File: config.mk
export PLATFORM = sky130hd
export DESIGN_NAME = uart_rx_voter
export DESIGN_NICKNAME = d
export VERILOG_FILES = /design/src/rtl/uart_rx_voter.sv
export SDC_FILE = /design/constraint.sdc
export NUM_CORES = 1
export LEC_CHECK = 0
export CAP_MARGIN = 20
export CORE_UTILIZATION = 30
export CTS_BUF_LIST = sky130_fd_sc_hd__clkbuf_8
export CTS_CLUSTER_SIZE = 24
export DETAILED_ROUTE_END_ITERATION = 8
export SETUP_SLACK_MARGIN = 0.4
export SYNTH_ARGS = -nofsm -noshare
export SYNTH_HDL_FRONTEND = slang
export SYNTH_SLANG_ARGS = --single-unit
export TNS_END_PERCENT = 5
File: constraint.sdc
create_clock -name clk -period 4.8 [get_ports clk]
set_input_delay 1.2 -clock clk [delete_from_list [all_inputs] [get_ports clk]]
set_output_delay 1.2 -clock clk [all_outputs]
set_load 0.01 [all_outputs]
File: src/rtl/uart_rx_voter.sv
// UART receiver with 3-sample majority voting per bit.
// Reports parity/framing errors and keeps a saturating bad-frame count.
module uart_rx_voter #(
    parameter int CLKS_PER_BIT = 868,
    parameter int PARITY_EN    = 1,
    parameter int PARITY_ODD   = 0,
    parameter int CNT_W        = 16
) (
    input  logic             clk,
    input  logic             rst,
    input  logic             rx,
    input  logic             err_clr,
    output logic [7:0]       data,
    output logic             valid,
    output logic             parity_err,
    output logic             frame_err,
    output logic             busy,
    output logic [CNT_W-1:0] err_count
);

    localparam int CW  = $clog2(CLKS_PER_BIT);
    localparam int MID = CLKS_PER_BIT / 2;

    localparam logic [CW-1:0] C_S0  = CW'(MID - 1);
    localparam logic [CW-1:0] C_S1  = CW'(MID);
    localparam logic [CW-1:0] C_V   = CW'(MID + 1);
    localparam logic [CW-1:0] C_END = CW'(CLKS_PER_BIT - 1);

    localparam logic P_EN  = (PARITY_EN != 0);
    localparam logic P_ODD = (PARITY_ODD != 0);

    localparam logic [2:0] S_IDLE  = 3'd0;
    localparam logic [2:0] S_START = 3'd1;
    localparam logic [2:0] S_DATA  = 3'd2;
    localparam logic [2:0] S_PAR   = 3'd3;
    localparam logic [2:0] S_STOP  = 3'd4;

    logic          rx_m;
    logic          rx_s;
    logic          rx_s_d;
    logic [2:0]    state;
    logic [CW-1:0] cnt;
    logic [2:0]    bit_idx;
    logic          smp0;
    logic          smp1;
    logic [7:0]    shreg;
    logic          par_v;

    logic vote;
    logic at_vote;
    logic at_end;
    logic exp_par;

    assign vote    = (smp0 & smp1) | (smp0 & rx_s) | (smp1 & rx_s);
    assign at_vote = (cnt == C_V);
    assign at_end  = (cnt == C_END);
    assign exp_par = (^shreg) ^ P_ODD;
    assign busy    = (state != S_IDLE);

    // Sync flops reset high so reset never looks like a start edge.
    always_ff @(posedge clk or posedge rst) begin
        if (rst) begin
            rx_m   <= 1'b1;
            rx_s   <= 1'b1;
            rx_s_d <= 1'b1;
        end else begin
            rx_m   <= rx;
            rx_s   <= rx_m;
            rx_s_d <= rx_s;
        end
    end

    always_ff @(posedge clk or posedge rst) begin
        if (rst) begin
            state      <= S_IDLE;
            cnt        <= '0;
            bit_idx    <= '0;
            smp0       <= 1'b1;
            smp1       <= 1'b1;
            shreg      <= '0;
            par_v      <= 1'b0;
            data       <= '0;
            valid      <= 1'b0;
            parity_err <= 1'b0;
            frame_err  <= 1'b0;
        end else begin
            valid <= 1'b0;
            if (cnt == C_S0) smp0 <= rx_s;
            if (cnt == C_S1) smp1 <= rx_s;
            case (state)
                S_IDLE: begin
                    if (rx_s_d && !rx_s) begin
                        state <= S_START;
                        cnt   <= '0;
                    end
                end
                S_START: begin
                    if (at_vote && vote) begin
                        state <= S_IDLE;
                    end else if (at_end) begin
                        state   <= S_DATA;
                        cnt     <= '0;
                        bit_idx <= '0;
                    end else begin
                        cnt <= cnt + CW'(1);
                    end
                end
                S_DATA: begin
                    if (at_vote) shreg <= {vote, shreg[7:1]};
                    if (at_end) begin
                        cnt     <= '0;
                        bit_idx <= bit_idx + 3'd1;
                        if (bit_idx == 3'd7)
                            state <= P_EN ? S_PAR : S_STOP;
                    end else begin
                        cnt <= cnt + CW'(1);
                    end
                end
                S_PAR: begin
                    if (at_vote) par_v <= vote;
                    if (at_end) begin
                        cnt   <= '0;
                        state <= S_STOP;
                    end else begin
                        cnt <= cnt + CW'(1);
                    end
                end
                S_STOP: begin
                    // Leave at the stop vote so a back-to-back start is seen.
                    if (at_vote) begin
                        state      <= S_IDLE;
                        valid      <= 1'b1;
                        data       <= shreg;
                        frame_err  <= ~vote;
                        parity_err <= P_EN & (par_v != exp_par);
                    end else begin
                        cnt <= cnt + CW'(1);
                    end
                end
                default: state <= S_IDLE;
            endcase
        end
    end

    always_ff @(posedge clk or posedge rst) begin
        if (rst) begin
            err_count <= '0;
        end else if (err_clr) begin
            err_count <= '0;
        end else if (valid && (parity_err || frame_err) && (err_count != '1)) begin
            err_count <= err_count + CNT_W'(1);
        end
    end

endmodule

After elaboration in Yosys (flattened, before gate mapping)
Cells that the tools add are included.
{ "word_totals": {"reg_bits": 57, "in_bits": 4, "output_inout_bits": 28, "word_cells": 84} }
{ "op_classes": {"add_sub_neg": 3, "eq_ne": 20, "muxes": 21, "bitwise": 6, "reduce_logical": 19} }
{ "ops": {"columns": ["op", "n"], "rows": [
  ["$mux W10", 4],
  ["$pmux W10 S4", 1],
  ["$mux W16", 2],
  ["$eq A10 B9 Y1 const B", 3],
  ["$mux W3", 10],
  ["$add A16 B1 Y16 const B", 1],
  ["$ne A16 B16 Y1 const B", 1],
  ["$ne A2 B2 Y1 const B", 8],
  ["$pmux W3 S5", 1],
  ["$add A10 B1 Y10 const B", 1],
  ["$eq A10 B10 Y1 const B", 1],
  ["$reduce_and A4 Y1", 2],
  ["$reduce_xor A8 Y1", 1],
  ["$eq A3 B2 Y1 const B", 2],
  ["$eq A3 B3 Y1 const B", 2],
  ["$pmux W3 S2", 1],
  ["$reduce_and A2 Y1", 3],
  ["$reduce_and A6 Y1", 1],
  ["$logic_and A1 B1 Y1", 4],
  ["$reduce_bool A2 Y1", 2],
  ["$reduce_bool A4 Y1", 1],
  ["$add A3 B1 Y3 const B", 1],
  ["$and A1 B1 Y1", 3],
  ["$eq A3 B1 Y1 const B", 1],
  ["10 further kinds", 12]
]} }

Depth between registers and ports, before layout
{ "logic_depth": {"ltp_word": 6, "mapped_depth": 7, "mapped_depth_nobuf": 6} }

Worst setup path after synthesis
Ideal clock, no wire load.
{ "synth_path": {"path_kind": "flip-flop to output port", "start": "register state[2]", "end": "output busy", "arrival_ns": 0.968, "required_ns": 3.600, "path_slack_ns": 2.632, "path_stages_with_launch": 3, "n_path_buf": 1, "cell_sequence": "dfrtp_1 -> clkbuf_1 -> or3_1"} }
{ "synth_via": {"elab_chain_cells": 1} }
{ "synth_lines": {"columns": ["item", "line_no", "rtl"], "rows": [
  ["start: declaration", "41", "logic [2:0] state;"],
  ["start signal: assignment", "114", "state <= P_EN ? S_PAR : S_STOP;"],
  ["$reduce_bool A3 Y1", "58", "assign busy = (state != S_IDLE);"],
  ["end: declaration", "17", "output logic busy,"]
]} }
Every way passes these cells.

Worst setup path in the final report
Ends and elaborated chain as after synthesis.

==> flow_metrics.py <==
metrics = {
    "logic_synthesis": {
        "yosys_warnings": 0,
        "synth_top_flop_cell": "dfrtp_1",
        "synthSimpleGateAreaFrac_pct": 18.61,
        "avgSynthCellArea_sq_um": 10.52,
        "synth_top_area_share_pct": 44.81,
        "syn_nets": 286,
        "synth.area.mux_share_pct": 8.100,
        "synth-compound-area-share_pct": 10.77,
        "synth_edf_count": 0,
        "synth_fa_ha_area_share_pct": 2.973,
        "synthArstFlopShare_pct": 100.0,
        "synth_area_sq_um": 2904,
        "synth_cells": 276,
        "synth.area.top_cells": "dfrtp_1 (45%), mux2_2 (7.8%), xnor2_1 (5.1%)",
        "synth_seq_cells": 57,
        "synth_top_family_by_area": "simple AND/OR/NAND/NOR gates",
        "synth_cell_types": 52,
        "synth-xor-area-share_pct": 7.238,
        "post-synth-top-area-cell": "dfrtp_1",
        "synth-seq-area-share_pct": 49.33,
    },
    "place": {
        "dp_hpwl_mm": 4.117,
        "gp_congestion": 0.9179,
        "dp_slack_ns": 2.186,
        "io_buffers": 31,
        "place_area_sq_um": 3334,
    },
    "clock_tree": {
        "clock_sinks": 57,
        "path_clk_slew_ns": 0.06,
        "cts_tree": "yes",
        "post_cts_buffers": 0,
        "cts_resized": 0,
        "numCtsBuffers": 9,
        "cts_root_buf": "clkbuf_8",
        "h-tree-depth": 3,
        "clock_latency_ns": 0.33,
        "ctsLongestPathBuffers": 2,
        "hold_buffers": 0,
    },
    "routing": {
        "postRouteAntennaNets": 0,
        "drt_wl_total_mm": 5.848,
        "drt-vias-per-instance": 4.840,
        "drc": 0,
        "wl_per_cell_um": 13.20,
        "vias": 2144,
        "first_pass_iters": 4,
        "drtIter0Drc": 63,
    },
    "setup_path": {
        "r2r_cells": 6,
        "cp.arrival_ns": 1.75,
        "path_max_fanout": 12,
        "critPathKind": "flip-flop to output port",
        "required_ns": 3.60,
        "reg2reg_to": "cnt[9]",
        "startpoint_type": "flip-flop",
        "critPathCaptureType": "output port",
        "r2r_slack_ns": 2.30,
        "r2r_start": "cnt[1]",
    },
    "floorplan": {
        "start_util_pct": 31.13,
        "die_area_sq_um": 10080,
        "dieWidth_um": 100.4,
        "pin_count": 32,
        "rows": 35,
        "fp.coreArea_sq_um": 9328,
        "die_h_um": 100.4,
    },
    "cells_and_area": {
        "fillers": 928,
        "stdcell_area_sq_um": 3497,
        "n_antenna_cell": 0,
        "drive_gt1_share_pct": 15.61,
        "final_nets": 319,
        "area_delta_synth_final_pct": 20.42,
    },
    "pwr": {
        "p_comb_share_pct": 23.1,
        "switchingPower_w": 0.0004214,
        "p_per_area_nw_per_um2": 352.7,
        "total_power_w": 0.001233,
        "internal-power_w": 0.0008121,
        "power_frac_clock_pct": 30.2,
        "ir_drop_uv": 172.5,
        "seq_power_share_pct": 46.7,
        "leakagePower_nw": 1.504,
        "sw_frac_of_total_pct": 34.16,
    },
    "sta": {
        "maxSlewViolCount": 0,
        "final-setup-viol-count": 0,
        "fin_crit_sh_pct": 61.47,
        "post-route-min-period_ns": 2.950,
        "fin_tns_setup_ns": 0,
        "whs_ns": 0.3583,
        "max_slew_margin_pct": 46.51,
        "worst_slack_ns": 1.850,
        "rsz0062_at_grt": "false",
        "clock_skew_ns": 0.008660,
        "hold_viol_final": 0,
        "tightestPinTransition_ns": 0.8007,
        "fmax_mhz": 338.9,
    },
    "run_status": {
        "status": "finished, final reports clean",
    },
    "hold_path": {
        "hold_class": "flip-flop to flip-flop",
        "hold_start": "rx_m",
        "min_delay_path_depth": 0,
        "worstHoldEndpoint": "rx_s",
    },
    "grt": {
        "grt_pass1_wl_mm": 9.998,
        "antenna_found_initial": 0,
        "grt_max_degree": 38,
        "grt.overflow.total": 0,
        "grt_pass1_vias": 2095,
        "grt_usage_pct": 12.85,
    },
    "run": {
        "maxCapViolations": 0,
    },
}
## worst max path at each step
stage	start	to	cells past startpoint
after detailed placement	rst	rx_s	3
after global routing	state[2]	busy	2
final	state[2]	busy	2
after global placement	state[2]	busy	2
after CTS	state[2]	busy	2
after floorplan	rst	bit_idx[0]	1
## placed cells by master (no fill, tap or decap), drive strengths merged, types with 4 or more instances in the layout
cell type	instances
a22o	5
and3	4
nor3	7
nand3	14
nor2	28
nand2	20
xor2	7
ha	6
dfrtp	52
nor4	5
inv	11
o31ai	4
xnor2	17
or3	5
dfstp	5
a21oi	5
clkbuf	9
mux2	20
o21ai	12
nand4	7
clkinv	4
clkdlybuf4s50	31
## routing by layer
layer | vias to the layer above | routed length (um) | global-route usage (%)
met4 | 0 | 47 | 4.013
met3 | 2 | 261 | 5.084
met1 | 1039 | 2927 | 16.63
met5 | - | 0 | 0
li1 | 1056 | - | -
met2 | 47 | 2611 | 19.70
## worst max-delay path, stage by stage (launching register included)
cell and delay, ns:
dfrtp_1 0.48, or3_1 0.45, clkdlybuf4s50_1 0.50
## synth_stat cells (2+ instances only)
| library cell | count |
|---|---|
| o2111ai_1 | 2 |
| nand3_1 | 14 |
| mux2_2 | 20 |
| o31ai_2 | 2 |
| nand2_1 | 20 |
| and3_1 | 4 |
| o22ai_1 | 2 |
| dfstp_2 | 5 |
| a21oi_1 | 5 |
| nor3b_1 | 2 |
| o21ai_0 | 12 |
| o31ai_1 | 2 |
| nor2_1 | 28 |
| xor2_1 | 7 |
| and4_1 | 2 |
| clkbuf_1 | 5 |
| buf_2 | 3 |
| xnor2_1 | 17 |
| a211oi_1 | 2 |
| nand4_1 | 7 |
| a22o_1 | 5 |
| dfrtp_1 | 52 |
| nor4_1 | 5 |
| o21a_1 | 2 |
| inv_1 | 10 |
| o211ai_1 | 2 |
| nor3_1 | 5 |
| ha_1 | 6 |
| or3_1 | 5 |
## cell families (layout without fill, tap and decap cells)
group           after synthesis  in the layout
simple gates                103            103
mux                          21             21
xor+xnor                     24             24
fa+ha+maj                     7              7
flops                        57             57
buf+inv                      20             58
compound gates               44             44
## state kept, by name (all words and copies together) (netlist names)
signal / count
shreg: 8
smp0: 1
state: 3
err_count: 16
par_v: 1
parity_err: 1
smp1: 1
valid: 1
rx_s_d: 1
frame_err: 1
cnt: 10
data: 8
rx_s: 1
bit_idx: 3
rx_m: 1
## area by class of cell
class	instances	area [sq um]	share of cell area, %
Inverter	10	37.54	1.073
Sequential cell	57	1433	40.97
Timing Repair Buffer	32	317.8	9.088
Clock buffer	9	123.9	3.542
Clock inverter	7	38.79	1.109
Multi-Input combinational cell	199	1385	39.61
Tap cell	129	161.4	4.615
## per-stage QoR
stage,util [%],std cells
2_1_floorplan,-,276
4_1_cts,37.49,443
3_5_place_dp,35.75,427
6_report,37.49,443
5_1_grt,37.49,443
3_3_place_gp,35.75,427
## power by group through the flow
stage                     Sequential (W)  Combinational [W]  Clock (W)
final                           0.000576           0.000285   0.000372
after global routing            0.000584           0.000315   0.000412
after CTS                       0.000574           0.000287   0.000393
after detailed placement        0.000584           0.000285          0
after global placement          0.000581           0.000286          0
after floorplan                 0.000542           0.000267          0
Power figures use the tool's default switching activity.
